[config.mk]
export PLATFORM = sky130hd
export DESIGN_NAME = digit_border_reader
export DESIGN_NICKNAME = d
export VERILOG_FILES = /design/src/rtl/digit_border_reader.sv
export SDC_FILE = /design/constraint.sdc
export NUM_CORES = 1
export LEC_CHECK = 0
export BUFFER_PORTS_ARGS = -buffer_cell sky130_fd_sc_hd__buf_4
export CAP_MARGIN = 15
export CORE_MARGIN = 4
export CORE_UTILIZATION = 35
export CTS_CLUSTER_DIAMETER = 40
export DETAILED_ROUTE_END_ITERATION = 7
export GPL_TIMING_DRIVEN = 0
export HOLD_SLACK_MARGIN = 0.1
export PLACE_DENSITY_LB_ADDON = 0.2
export SLEW_MARGIN = 15
export SYNTH_ARGS = -nofsm -noshare
export SYNTH_HDL_FRONTEND = slang
export SYNTH_SLANG_ARGS = --single-unit
[constraint.sdc]
create_clock -name clk -period 2.7 [get_ports clk]
set_input_delay 0.135 -clock clk [delete_from_list [all_inputs] [get_ports clk]]
set_output_delay 0.135 -clock clk [all_outputs]
set_load 0.1 [all_outputs]
[src/rtl/digit_border_reader.sv]
// digit_border_reader
//   Reader side of the projection border RAMs. When a projection completes, the
//   row borders and then the column borders are fetched over the RAM read ports,
//   clamped into the active area and held. Every (row, column) pair is then
//   streamed out as a bounding box over a valid/ready handshake. The held
//   borders also drive a pixel overlay flag for drawing the boxes on screen.
//
// Ports
//   clk, rst_n                    clock, asynchronous active-low reset
//   project_done_flag             projection complete (level; rising edge starts a capture)
//   num_col, num_row              digit counts reported by the projection
//   col_border_addr_rd/data_rd    column border RAM read port (1-cycle read latency)
//   row_border_addr_rd/data_rd    row border RAM read port (1-cycle read latency)
//   box_valid/box_ready           box stream handshake
//   box_idx                       row-major box index r*ncol+c
//   box_left/right/top/bottom     inclusive box bounds
//   box_last                      final box of the capture
//   borders_valid                 held borders form a complete capture
//   busy                          capture or stream in progress
//   xpos, ypos                    display pixel coordinate
//   on_border                     pixel lies on a box edge (registered)
module digit_border_reader #(
  parameter int NUM_ROW = 1,
  parameter int NUM_COL = 4,
  parameter int H_PIXEL = 480,
  parameter int V_PIXEL = 272,
  parameter int DEPBIT  = 10
) (
  input  logic              clk,
  input  logic              rst_n,
  input  logic              project_done_flag,
  input  logic [3:0]        num_col,
  input  logic [3:0]        num_row,
  output logic [DEPBIT-1:0] col_border_addr_rd,
  input  logic [DEPBIT-1:0] col_border_data_rd,
  output logic [DEPBIT-1:0] row_border_addr_rd,
  input  logic [DEPBIT-1:0] row_border_data_rd,
  output logic              box_valid,
  input  logic              box_ready,
  output logic [3:0]        box_idx,
  output logic [10:0]       box_left,
  output logic [10:0]       box_right,
  output logic [10:0]       box_top,
  output logic [10:0]       box_bottom,
  output logic              box_last,
  output logic              borders_valid,
  output logic              busy,
  input  logic [10:0]       xpos,
  input  logic [10:0]       ypos,
  output logic              on_border
);

  localparam logic [3:0]  NROW_MAX = 4'(NUM_ROW);
  localparam logic [3:0]  NCOL_MAX = 4'(NUM_COL);
  localparam logic [10:0] H_LIM    = 11'(H_PIXEL);
  localparam logic [10:0] V_LIM    = 11'(V_PIXEL);

  typedef enum logic [1:0] {
    ST_IDLE   = 2'd0,
    ST_RD_ROW = 2'd1,
    ST_RD_COL = 2'd2,
    ST_EMIT   = 2'd3
  } state_t;

  // A start value at or beyond the active size is a wrapped (underflowed)
  // writer value, so it is pulled back to the first pixel.
  function automatic logic [10:0] clamp_start(input logic [10:0] val,
                                              input logic [10:0] lim);
    logic [10:0] res;
    if (val >= lim) res = 11'd0;
    else            res = val;
    return res;
  endfunction

  // An end value is saturated to the last pixel and never placed before its start.
  function automatic logic [10:0] clamp_end(input logic [10:0] val,
                                            input logic [10:0] lim,
                                            input logic [10:0] start);
    logic [10:0] res;
    if (val > (lim - 11'd1)) res = lim - 11'd1;
    else                     res = val;
    if (res < start) res = start;
    else             res = res;
    return res;
  endfunction

  // True when (x,y) lies on the outline of the inclusive box (l,r,t,b).
  function automatic logic edge_hit(input logic [10:0] x, input logic [10:0] y,
                                    input logic [10:0] l, input logic [10:0] r,
                                    input logic [10:0] t, input logic [10:0] b);
    logic vert_s;
    logic horz_s;
    vert_s = ((x == l) || (x == r)) && (y >= t) && (y <= b);
    horz_s = ((y == t) || (y == b)) && (x >= l) && (x <= r);
    return vert_s || horz_s;
  endfunction

  state_t            state_r, state_s;
  logic              done_d_r;
  logic              done_rise_s;
  logic [3:0]        nrow_r, ncol_r;
  logic [DEPBIT-1:0] row_lim_s, col_lim_s;
  logic [DEPBIT-1:0] issue_cnt_r;
  logic [DEPBIT-1:0] row_addr_r, col_addr_r;
  logic [DEPBIT-1:0] row_addr_d_r, col_addr_d_r;
  logic [10:0]       row_data_s, col_data_s;
  logic [10:0]       row_top_r   [NUM_ROW];
  logic [10:0]       row_bot_r   [NUM_ROW];
  logic [10:0]       col_left_r  [NUM_COL];
  logic [10:0]       col_right_r [NUM_COL];
  logic              borders_valid_r, busy_r;
  logic              box_valid_r, box_last_r;
  logic [3:0]        box_idx_r;
  logic [10:0]       box_left_r, box_right_r, box_top_r, box_bottom_r;
  logic [3:0]        emit_row_r, emit_col_r, emit_idx_r;
  logic [10:0]       sel_top_s, sel_bot_s, sel_left_s, sel_right_s;
  logic              sel_last_s;
  logic              xfer_s, load_s;
  logic              hit_s, on_border_r;

  assign done_rise_s = project_done_flag & ~done_d_r;
  // Each entry occupies two RAM words (start, end), so the last address is 2*n.
  assign row_lim_s   = DEPBIT'({nrow_r, 1'b0});
  assign col_lim_s   = DEPBIT'({ncol_r, 1'b0});
  assign row_data_s  = 11'(row_border_data_rd);
  assign col_data_s  = 11'(col_border_data_rd);
  assign xfer_s      = box_valid_r & box_ready;

  // FSM state register.
  always_ff @(posedge clk or negedge rst_n) begin
    if (!rst_n) state_r <= ST_IDLE;
    else        state_r <= state_s;
  end

  // FSM next-state logic.
  always_comb begin
    state_s = state_r;
    case (state_r)
      ST_IDLE: begin
        if (done_rise_s) state_s = ST_RD_ROW;
        else             state_s = ST_IDLE;
      end
      ST_RD_ROW: begin
        // An empty grid ends the capture without touching the RAMs.
        if ((nrow_r == 4'd0) || (ncol_r == 4'd0)) state_s = ST_IDLE;
        else if (row_addr_d_r == row_lim_s)       state_s = ST_RD_COL;
        else                                      state_s = ST_RD_ROW;
      end
      ST_RD_COL: begin
        if (col_addr_d_r == col_lim_s) state_s = ST_EMIT;
        else                           state_s = ST_RD_COL;
      end
      ST_EMIT: begin
        if (xfer_s && box_last_r) state_s = ST_IDLE;
        else                      state_s = ST_EMIT;
      end
      default: state_s = ST_IDLE;
    endcase
  end

  // Capture control: edge detect, latched counts, busy and borders_valid flags.
  always_ff @(posedge clk or negedge rst_n) begin
    if (!rst_n) begin
      done_d_r        <= 1'b0;
      nrow_r          <= 4'd0;
      ncol_r          <= 4'd0;
      busy_r          <= 1'b0;
      borders_valid_r <= 1'b0;
    end else begin
      done_d_r <= project_done_flag;
      busy_r   <= (state_s != ST_IDLE);
      if ((state_r == ST_IDLE) && done_rise_s) begin
        nrow_r          <= (num_row > NROW_MAX) ? NROW_MAX : num_row;
        ncol_r          <= (num_col > NCOL_MAX) ? NCOL_MAX : num_col;
        borders_valid_r <= 1'b0;
      end else if ((state_r == ST_RD_COL) && (state_s == ST_EMIT)) begin
        borders_valid_r <= 1'b1;
      end
    end
  end

  // Read address sequencer; the delayed copy tags the data returning from the RAM.
  always_ff @(posedge clk or negedge rst_n) begin
    if (!rst_n) begin
      issue_cnt_r  <= '0;
      row_addr_r   <= '0;
      col_addr_r   <= '0;
      row_addr_d_r <= '0;
      col_addr_d_r <= '0;
    end else begin
      row_addr_d_r <= row_addr_r;
      col_addr_d_r <= col_addr_r;
      if (state_s != state_r) begin
        issue_cnt_r <= '0;
        row_addr_r  <= '0;
        col_addr_r  <= '0;
      end else if ((state_r == ST_RD_ROW) && (issue_cnt_r < row_lim_s)) begin
        issue_cnt_r <= issue_cnt_r + DEPBIT'(1'b1);
        row_addr_r  <= issue_cnt_r + DEPBIT'(1'b1);
        col_addr_r  <= '0;
      end else if ((state_r == ST_RD_COL) && (issue_cnt_r < col_lim_s)) begin
        issue_cnt_r <= issue_cnt_r + DEPBIT'(1'b1);
        col_addr_r  <= issue_cnt_r + DEPBIT'(1'b1);
        row_addr_r  <= '0;
      end else begin
        row_addr_r  <= '0;
        col_addr_r  <= '0;
      end
    end
  end

  // Border registers: odd address = start, even address = end of entry (addr-1)/2.
  always_ff @(posedge clk or negedge rst_n) begin
    if (!rst_n) begin
      for (int k = 0; k < NUM_ROW; k++) begin
        row_top_r[k] <= 11'd0;
        row_bot_r[k] <= 11'd0;
      end
      for (int k = 0; k < NUM_COL; k++) begin
        col_left_r[k]  <= 11'd0;
        col_right_r[k] <= 11'd0;
      end
    end else begin
      for (int k = 0; k < NUM_ROW; k++) begin
        if (row_addr_d_r == DEPBIT'(2 * k + 1))
          row_top_r[k] <= clamp_start(row_data_s, V_LIM);
        else if (row_addr_d_r == DEPBIT'(2 * k + 2))
          row_bot_r[k] <= clamp_end(row_data_s, V_LIM, row_top_r[k]);
      end
      for (int k = 0; k < NUM_COL; k++) begin
        if (col_addr_d_r == DEPBIT'(2 * k + 1))
          col_left_r[k] <= clamp_start(col_data_s, H_LIM);
        else if (col_addr_d_r == DEPBIT'(2 * k + 2))
          col_right_r[k] <= clamp_end(col_data_s, H_LIM, col_left_r[k]);
      end
    end
  end

  // Select the borders of the box at the current emit position.
  always_comb begin
    sel_top_s   = 11'd0;
    sel_bot_s   = 11'd0;
    sel_left_s  = 11'd0;
    sel_right_s = 11'd0;
    for (int r = 0; r < NUM_ROW; r++) begin
      if (4'(r) == emit_row_r) begin
        sel_top_s = row_top_r[r];
        sel_bot_s = row_bot_r[r];
      end else begin
        sel_top_s = sel_top_s;
        sel_bot_s = sel_bot_s;
      end
    end
    for (int c = 0; c < NUM_COL; c++) begin
      if (4'(c) == emit_col_r) begin
        sel_left_s  = col_left_r[c];
        sel_right_s = col_right_r[c];
      end else begin
        sel_left_s  = sel_left_s;
        sel_right_s = sel_right_s;
      end
    end
    sel_last_s = (emit_row_r == (nrow_r - 4'd1)) && (emit_col_r == (ncol_r - 4'd1));
  end

  // A new box is loaded when the output slot is empty or being drained,
  // except on the transfer of the final box.
  assign load_s = (state_r == ST_EMIT) && !(xfer_s && box_last_r) &&
                  (!box_valid_r || box_ready);

  // Box stream output registers and row-major emit counters.
  always_ff @(posedge clk or negedge rst_n) begin
    if (!rst_n) begin
      box_valid_r  <= 1'b0;
      box_last_r   <= 1'b0;
      box_idx_r    <= 4'd0;
      box_left_r   <= 11'd0;
      box_right_r  <= 11'd0;
      box_top_r    <= 11'd0;
      box_bottom_r <= 11'd0;
      emit_row_r   <= 4'd0;
      emit_col_r   <= 4'd0;
      emit_idx_r   <= 4'd0;
    end else if (state_r != ST_EMIT) begin
      box_valid_r <= 1'b0;
      box_last_r  <= 1'b0;
      emit_row_r  <= 4'd0;
      emit_col_r  <= 4'd0;
      emit_idx_r  <= 4'd0;
    end else if (xfer_s && box_last_r) begin
      box_valid_r <= 1'b0;
      box_last_r  <= 1'b0;
    end else if (load_s) begin
      box_valid_r  <= 1'b1;
      box_last_r   <= sel_last_s;
      box_idx_r    <= emit_idx_r;
      box_left_r   <= sel_left_s;
      box_right_r  <= sel_right_s;
      box_top_r    <= sel_top_s;
      box_bottom_r <= sel_bot_s;
      emit_idx_r   <= emit_idx_r + 4'd1;
      if (emit_col_r == (ncol_r - 4'd1)) begin
        emit_col_r <= 4'd0;
        emit_row_r <= emit_row_r + 4'd1;
      end else begin
        emit_col_r <= emit_col_r + 4'd1;
      end
    end
  end

  // Overlay hit test over the populated box slots only.
  always_comb begin
    hit_s = 1'b0;
    for (int r = 0; r < NUM_ROW; r++) begin
      for (int c = 0; c < NUM_COL; c++) begin
        if ((4'(r) < nrow_r) && (4'(c) < ncol_r) &&
            edge_hit(xpos, ypos, col_left_r[c], col_right_r[c], row_top_r[r], row_bot_r[r]))
          hit_s = 1'b1;
        else
          hit_s = hit_s;
      end
    end
  end

  // Registered overlay flag.
  always_ff @(posedge clk or negedge rst_n) begin
    if (!rst_n) on_border_r <= 1'b0;
    else        on_border_r <= borders_valid_r & hit_s;
  end

  assign col_border_addr_rd = col_addr_r;
  assign row_border_addr_rd = row_addr_r;
  assign box_valid          = box_valid_r;
  assign box_idx            = box_idx_r;
  assign box_left           = box_left_r;
  assign box_right          = box_right_r;
  assign box_top            = box_top_r;
  assign box_bottom         = box_bottom_r;
  assign box_last           = box_last_r;
  assign borders_valid      = borders_valid_r;
  assign busy               = busy_r;
  assign on_border          = on_border_r;

endmodule

==> impl_metrics.env, run 1 <==
export IMPL_status="finished with violations"
export IMPL_violations="design-rule violations"
export IMPL_synth_top_area_cell="dfrtp_1"
export IMPL_post_place_ws_ns=-1.078
export IMPL_routedWlPerCell_um=19.41
export IMPL_worstPathRequired_ns=3.11
export IMPL_syn_to_final_growth_pct=26.77
export IMPL_grt_pass1_wl_um=66390
export IMPL_vias_per_cell=5.246
export IMPL_cellLeakagePower_nw=8.703
export IMPL_drv_cap=0
export IMPL_drcViolationCount=4
export IMPL_die_y_um=203.9
export IMPL_use_met3=0.03443
export IMPL_finalMaxSlewViolations=0
export IMPL_skew_ns=0.02579
export IMPL_drive_gt1_frac=0.1454
export IMPL_finalSetupViolations=0
export IMPL_syn_cell_area_um2=13430
export IMPL_ys_ff_latch=222
export IMPL_startpoint_type="primary input"
export IMPL_timing_final_crit_share=0.9770
export IMPL_routed_via_count=11660
export IMPL_drt_wl_total_um=43160
export IMPL_ys_warnings_count=0
export IMPL_synth_common_cells="dfrtp_1, nand2_1, ha_1, o21ai_0, inv_1"
export IMPL_tightest_slew_ns=1.026
export IMPL_synth_area_leaders="dfrtp_1, ha_1, o21ai_0, nand2_1, inv_1"
export IMPL_crit_type="primary input to flop"
export IMPL_fp_row_count=71
export IMPL_grt_max_degree=97
export IMPL_grt_pass1_vias=11460
export IMPL_synth_cells=1456
export IMPL_fin_area_um2=17020
export IMPL_fin_util=0.4509
export IMPL_cp_slowest_cell="or4_4"
export IMPL_holdPathStages=3
export IMPL_drt_initial_drc_count=882
export IMPL_placed_area_um2=15120
export IMPL_rsz0062_at_grt="false"
export IMPL_fmax_mhz=379.1
export IMPL_reg2reg_slack_ns=0.11
export IMPL_worstPathMaxFanout=10
export IMPL_grt_util_all_layers=0.2054
export IMPL_async_reset_ff_frac=1.000
export IMPL_yosysSeqAreaShare=0.4137
export IMPL_use_met1=0.2901
export IMPL_layout_min_cycle_time_ns=2.638
export IMPL_grt_busiest_layer="met2"
export IMPL_grt_overflow=0
export IMPL_syn_avg_cell_area_um2=9.222
export IMPL_max_clock_path_buffers=3
export IMPL_drtPass1Iterations=8
export IMPL_clock_sinks=222
export IMPL_n_antenna_cell=0
export IMPL_end_kind="flop"
export IMPL_crit_arrival_ns=3.04
export IMPL_antenna_left=0
export IMPL_insertion_delay_ns=0.54
export IMPL_ys_flop_type="dfrtp_1"
export IMPL_core_area_um2=37760
export IMPL_grt_antenna_before_repair=0
export IMPL_die_area_um2=41560
export IMPL_cts_buffers=38
export IMPL_powerDensity_nw_per_um2=1047
export IMPL_slew_headroom=0.3061
export IMPL_path_cells="buf_4, or4_4, a21oi_4, buf_4, and2_4, ha_1, a21o_1, a211oi_1, o21ai_0, o211ai_1, o31a_1, buf_6, buf_12, mux2i_4, a21oi_2"
export IMPL_io_buffer_count=121
export IMPL_hold_viol=0
export IMPL_clock_root_buffer="clkbuf_16"
export IMPL_pin_count=127
export IMPL_hp_class="primary input to flop"
export IMPL_die_w_um=203.9
export IMPL_cts_htree_levels=2
export IMPL_synth_edf_count=0
export IMPL_vdd_drop_max_uv=1089
export IMPL_yosysUniqueCellTypes=69
export IMPL_cpMostUsedCell="buf_4"
export IMPL_grtUsageMet2=0.3215
export IMPL_cpPeakStageDelay_ns=0.54
export IMPL_dp_final_hpwl_um=32840
export IMPL_nNetsFinal=1902
export IMPL_clkTransAtPathRegs_ns=0.05
export IMPL_synth_top_cell_area_share=0.4137
export IMPL_place_gp_congestion=0.9357
export IMPL_initial_core_util=0.3557
export IMPL_cts_tree="yes"
export IMPL_layout_setup_ws_ns=0.06203
export IMPL_synth_most_common_cell="dfrtp_1"
export IMPL_reg2reg_depth=7
[what timing repair did]
item / in CTS / in global routing
hold buffers: 38 / 0
resized for setup: 11 / 22
setup endpoints to repair: 99 / 43
pin swaps: 0 / 4
endpoints found under the hold margin: 181 / 0
setup buffers: 1 / 8
[sequential cells by signal, indices dropped and copies added, names as in the netlist, 10 cells and up]
register	flops
box_right	10
row_top_r	10
col_addr_d_r	10
col_border_addr_rd	10
col_right_r	40
row_border_addr_rd	10
box_bottom	10
row_bot_r	10
issue_cnt_r	10
col_left_r	40
box_left	10
box_top	10
row_addr_d_r	10
[critical path, delay by kind of cell]
| family | cells | cell delay [ns] |
|---|---|---|
| AOI/OAI and AO/OA | 7 | 1.15 |
| buffers and inverters | 4 | 0.56 |
| adders and majority gates | 1 | 0.23 |
| and+or+nand+nor | 2 | 0.70 |
| muxes | 1 | 0.25 |
[cells by family after synthesis]
family / share of synthesized area
buffers and inverters: 0.05395
xor gates and xnor gates: 0.02022
other: 0.0002793
DFF: 0.4137
and+or+nand+nor: 0.1731
muxes: 0.03299
adders and majority gates: 0.1537
AOI/OAI and AO/OA: 0.1520
[cells in the final DEF (no fill, tap or decap), types with 19 or more instances in the layout]
| cell type | instances |
|---|---|
| buf_4 | 135 |
| clkbuf_1 | 49 |
| a222oi_1 | 20 |
| mux2i_1 | 38 |
| inv_1 | 121 |
| dfrtp_1 | 222 |
| clkbuf_16 | 38 |
| nand3_1 | 54 |
| ha_1 | 165 |
| a21o_1 | 19 |
| nor3_1 | 40 |
| nand4_1 | 20 |
| dlygate4sd3_1 | 38 |
| a21oi_1 | 58 |
| o21ai_0 | 144 |
| nor2_1 | 89 |
| nand2_1 | 189 |
[metal layers]
layer	share of wire	up-vias
met4	0.035	0
li1	-	5608
met3	0.060	93
met2	0.45	397
met5	0	-
met1	0.46	5563
[where the power goes]
part           total, W  internal, W  switching, W
sequential      0.00476      0.00407      0.000693
clock           0.00495      0.00324       0.00171
combinational   0.00810      0.00236       0.00574
[final timing paths]
kind,to,startpoint
min in group asynchronous,col_right_r[40],rst_n
setup / recovery,row_bot_r[7],row_border_data_rd[6]
hold reg to reg,row_addr_d_r[8],row_border_addr_rd[8]
setup reg to reg,col_border_addr_rd[4],row_addr_d_r[7]
hold / removal,col_left_r[38],col_border_data_rd[5]
max in group asynchronous,row_border_addr_rd[6],rst_n
[stage by stage]
stage                      TNS, ns  hold WS (ns)  power (W)  std cells
after floorplan           -0.02327       -0.1606    0.01028       1472
after global placement     -100.95        0.2669    0.01252       2104
after detailed placement    -42.99        0.1604    0.01265       2107
after CTS                        0        0.1139    0.01774       2215
after global routing             0        0.1359    0.01877       2223
final                            0        0.1414    0.01781       2223
[final cells by class]
class	instances	area, µm²
fillers	3640	20730
multi-input cells	1068	7353
flip-flops and latches	222	5555
repair buffers	171	1426
clock buffers	48	1049
well taps	511	639.4
inverters	121	454.2
plain buffers	61	279.0
clock inverters	21	266.5
Note: power is estimated with default switching activity, not from simulation.
==> run 2: changes to the inputs <==
--- a/config.mk
+++ b/config.mk
@@ -5,6 +5,7 @@
 export SDC_FILE = /design/constraint.sdc
 export NUM_CORES = 1
 export LEC_CHECK = 0
+export ABC_AREA = 1
 export BUFFER_PORTS_ARGS = -buffer_cell sky130_fd_sc_hd__buf_4
 export CAP_MARGIN = 15
 export CORE_MARGIN = 4
==> impl_metrics.env, run 2 <==
export IMPL_powerDensity_nw_per_um2=924.1
export IMPL_drv_cap=0
export IMPL_crit_arrival_ns=3.01
export IMPL_cts_htree_levels=2
export IMPL_status="completed"
export IMPL_grt_pass1_vias=12840
export IMPL_grt_util_all_layers=0.2031
export IMPL_hp_class="primary input to flop"
export IMPL_yosysUniqueCellTypes=53
export IMPL_synth_top_area_cell="dfrtp_1"
export IMPL_r2r_start="state_r[0]"
export IMPL_synth_edf_count=0
export IMPL_finalMaxSlewViolations=0
export IMPL_reg2reg_depth=6
export IMPL_worstPathMaxFanout=5
export IMPL_drcViolationCount=0
export IMPL_hold_viol=0
export IMPL_drive_gt1_frac=0.1320
export IMPL_skew_ns=0.01174
export IMPL_tightest_slew_ns=0.9283
export IMPL_insertion_delay_ns=0.55
export IMPL_layout_min_cycle_time_ns=2.584
export IMPL_fmax_mhz=387.0
export IMPL_layout_setup_ws_ns=0.1162
export IMPL_nNetsFinal=2271
export IMPL_fillers=4018
export IMPL_ys_flop_type="dfrtp_1"
export IMPL_ys_ff_latch=222
export IMPL_yosysSeqAreaShare=0.3920
export IMPL_clock_sinks=222
export IMPL_drtPass1Iterations=5
export IMPL_whs_ns=0.1402
export IMPL_initial_core_util=0.3550
export IMPL_grt_overflow=0
export IMPL_worstPathRequired_ns=3.12
export IMPL_syn_to_final_growth_pct=25.68
export IMPL_timing_final_crit_share=0.9570
export IMPL_routedWlPerCell_um=17.21
export IMPL_vdd_drop_max_uv=1008
export IMPL_synth_cells=1826
export IMPL_synth_most_common_cell="nand2_1"
export IMPL_die_y_um=209.2
export IMPL_io_buffer_count=122
export IMPL_die_w_um=209.2
export IMPL_clock_root_buffer="clkbuf_16"
export IMPL_cts_buffers=41
export IMPL_crit_start="col_border_data_rd[4]"
export IMPL_slew_headroom=0.3760
export IMPL_holdPathStages=4
export IMPL_fp_row_count=73
export IMPL_dp_final_hpwl_um=34150
export IMPL_top_regs="col_left_r x40, col_right_r x40"
export IMPL_register_area_um2=5555
export IMPL_syn_cell_area_um2=14170
export IMPL_synth_top_cell_area_share=0.3920
export IMPL_end_kind="flop"
export IMPL_core_area_um2=39910
export IMPL_n_antenna_cell=0
export IMPL_routed_via_count=13010
export IMPL_hold_start="col_border_data_rd[5]"
export IMPL_final_cell_mix="nand2_1, inv_1, dfrtp_1, nand3_1, ha_1"
export IMPL_synth_common_cells="nand2_1, inv_1, dfrtp_1, nand3_1, ha_1"
export IMPL_max_clock_path_buffers=3
export IMPL_rsz0062_at_grt="false"
export IMPL_place_gp_congestion=0.8875
export IMPL_vias_per_cell=4.987
export IMPL_antenna_left=0
export IMPL_ys_warnings_count=0
export IMPL_multiInputGateArea_um2=7596
export IMPL_pin_count=127
export IMPL_grt_max_degree=91
export IMPL_die_area_um2=43770
export IMPL_synth_area_leaders="dfrtp_1, ha_1, nand2_1, nand3_1, inv_1"
export IMPL_drt_wl_total_um=44910
export IMPL_clkTransAtPathRegs_ns=0.05
export IMPL_startpoint_type="primary input"
export IMPL_grt_pass1_wl_um=71040
export IMPL_post_place_ws_ns=-0.7655
export IMPL_drt_initial_drc_count=1044
export IMPL_syn_avg_cell_area_um2=7.761
export IMPL_crit_type="primary input to flop"
export IMPL_final_common_cell="nand2_1"
export IMPL_async_reset_ff_frac=1.000
export IMPL_cts_tree="yes"
export IMPL_cellLeakagePower_nw=9.469
export IMPL_grt_antenna_before_repair=0
export IMPL_finalSetupViolations=0
## run 2: cell types whose count changed in the layout (fill, tap and decap cells not counted), moves of 21 or more
| cell | before | now |
|---|---|---|
| clkbuf_1 | 49 | 28 |
| nand3_1 | 54 | 188 |
| o21ai_0 | 144 | 105 |
| inv_1 | 121 | 237 |
| mux2i_1 | 38 | 0 |
| nand2_1 | 189 | 460 |
| nor2_1 | 89 | 146 |
## run 2: power by group
part	leakage, nW	switching [W]	internal (W)
Clock	0.707	0.00186	0.00358
Sequential	2.50	0.000497	0.00399
Combinational	6.26	0.00487	0.00166
## run 2: kinds of logic after synthesis
family                     share of synthesized area
AOI/OAI and AO/OA                            0.09253
xor gates and xnor gates                     0.01051
adders and majority gates                     0.1457
buffers and inverters                        0.08043
DFF                                           0.3920
other                                      0.0002646
and+or+nand+nor                               0.2786
## run 2: metal layers
layer | GRT usage | up-vias | routed length [µm]
li1 | - | 6433 | -
met1 | 0.2843 | 6145 | 20820
met2 | 0.3238 | 341 | 20460
met3 | 0.03318 | 91 | 2201
met4 | 0.06278 | 0 | 1438
met5 | 0 | - | 0
## run 2: worst max-delay path, stage by stage
cell	delay [ns]
dlygate4sd3_1	0.53
buf_4	0.14
nor2_2	0.39
inv_1	0.24
ha_1	0.35
a21oi_1	0.13
o21ai_0	0.16
a221oi_4	0.43
buf_4	0.19
nand3_1	0.08
nand3_1	0.16
nand2_1	0.06
## run 2: final timing paths
check	end	slack (ns)
min	col_left_r[17]	0.14
max in group asynchronous	box_top[1]	1.01
min in group asynchronous	row_top_r[1]	0.63
max reg2reg	ncol_r[0]	0.30
min reg2reg	row_addr_d_r[9]	0.38
max	col_right_r[37]	0.12
## run 2: layout make-up
type / count / share of cell area
Buffer: 44 / 0.01243
Sequential cell: 222 / 0.3119
Clock buffer: 51 / 0.06322
Tap cell: 525 / 0.03688
Inverter: 245 / 0.05163
Timing Repair Buffer: 167 / 0.07896
Multi-Input combinational cell: 1331 / 0.4265
Clock inverter: 24 / 0.01848
## run 2: through the flow
stage / instance area [µm²] / total power [W] / utilization / cells / TNS, ns
2_1_floorplan: 14230 / 0.009210 / - / 1842 / 0
3_3_place_gp: 15800 / 0.01088 / 0.3959 / 2489 / -80.22
3_5_place_dp: 15870 / 0.01098 / 0.3975 / 2491 / -23.93
4_1_cts: 17690 / 0.01657 / 0.4431 / 2599 / 0
5_1_grt: 17810 / 0.01739 / 0.4462 / 2609 / 0
6_report: 17810 / 0.01646 / 0.4462 / 2609 / 0
## run 2: timing repair
action | 4_1_cts | 5_1_grt
pin swaps | 0 | 3
endpoints found under the hold margin | 289 | 11
buffers inserted | 0 | 6
hold buffers | 33 | 4
gates resized for setup | 5 | 9
endpoints found under the setup margin | 25 | 39
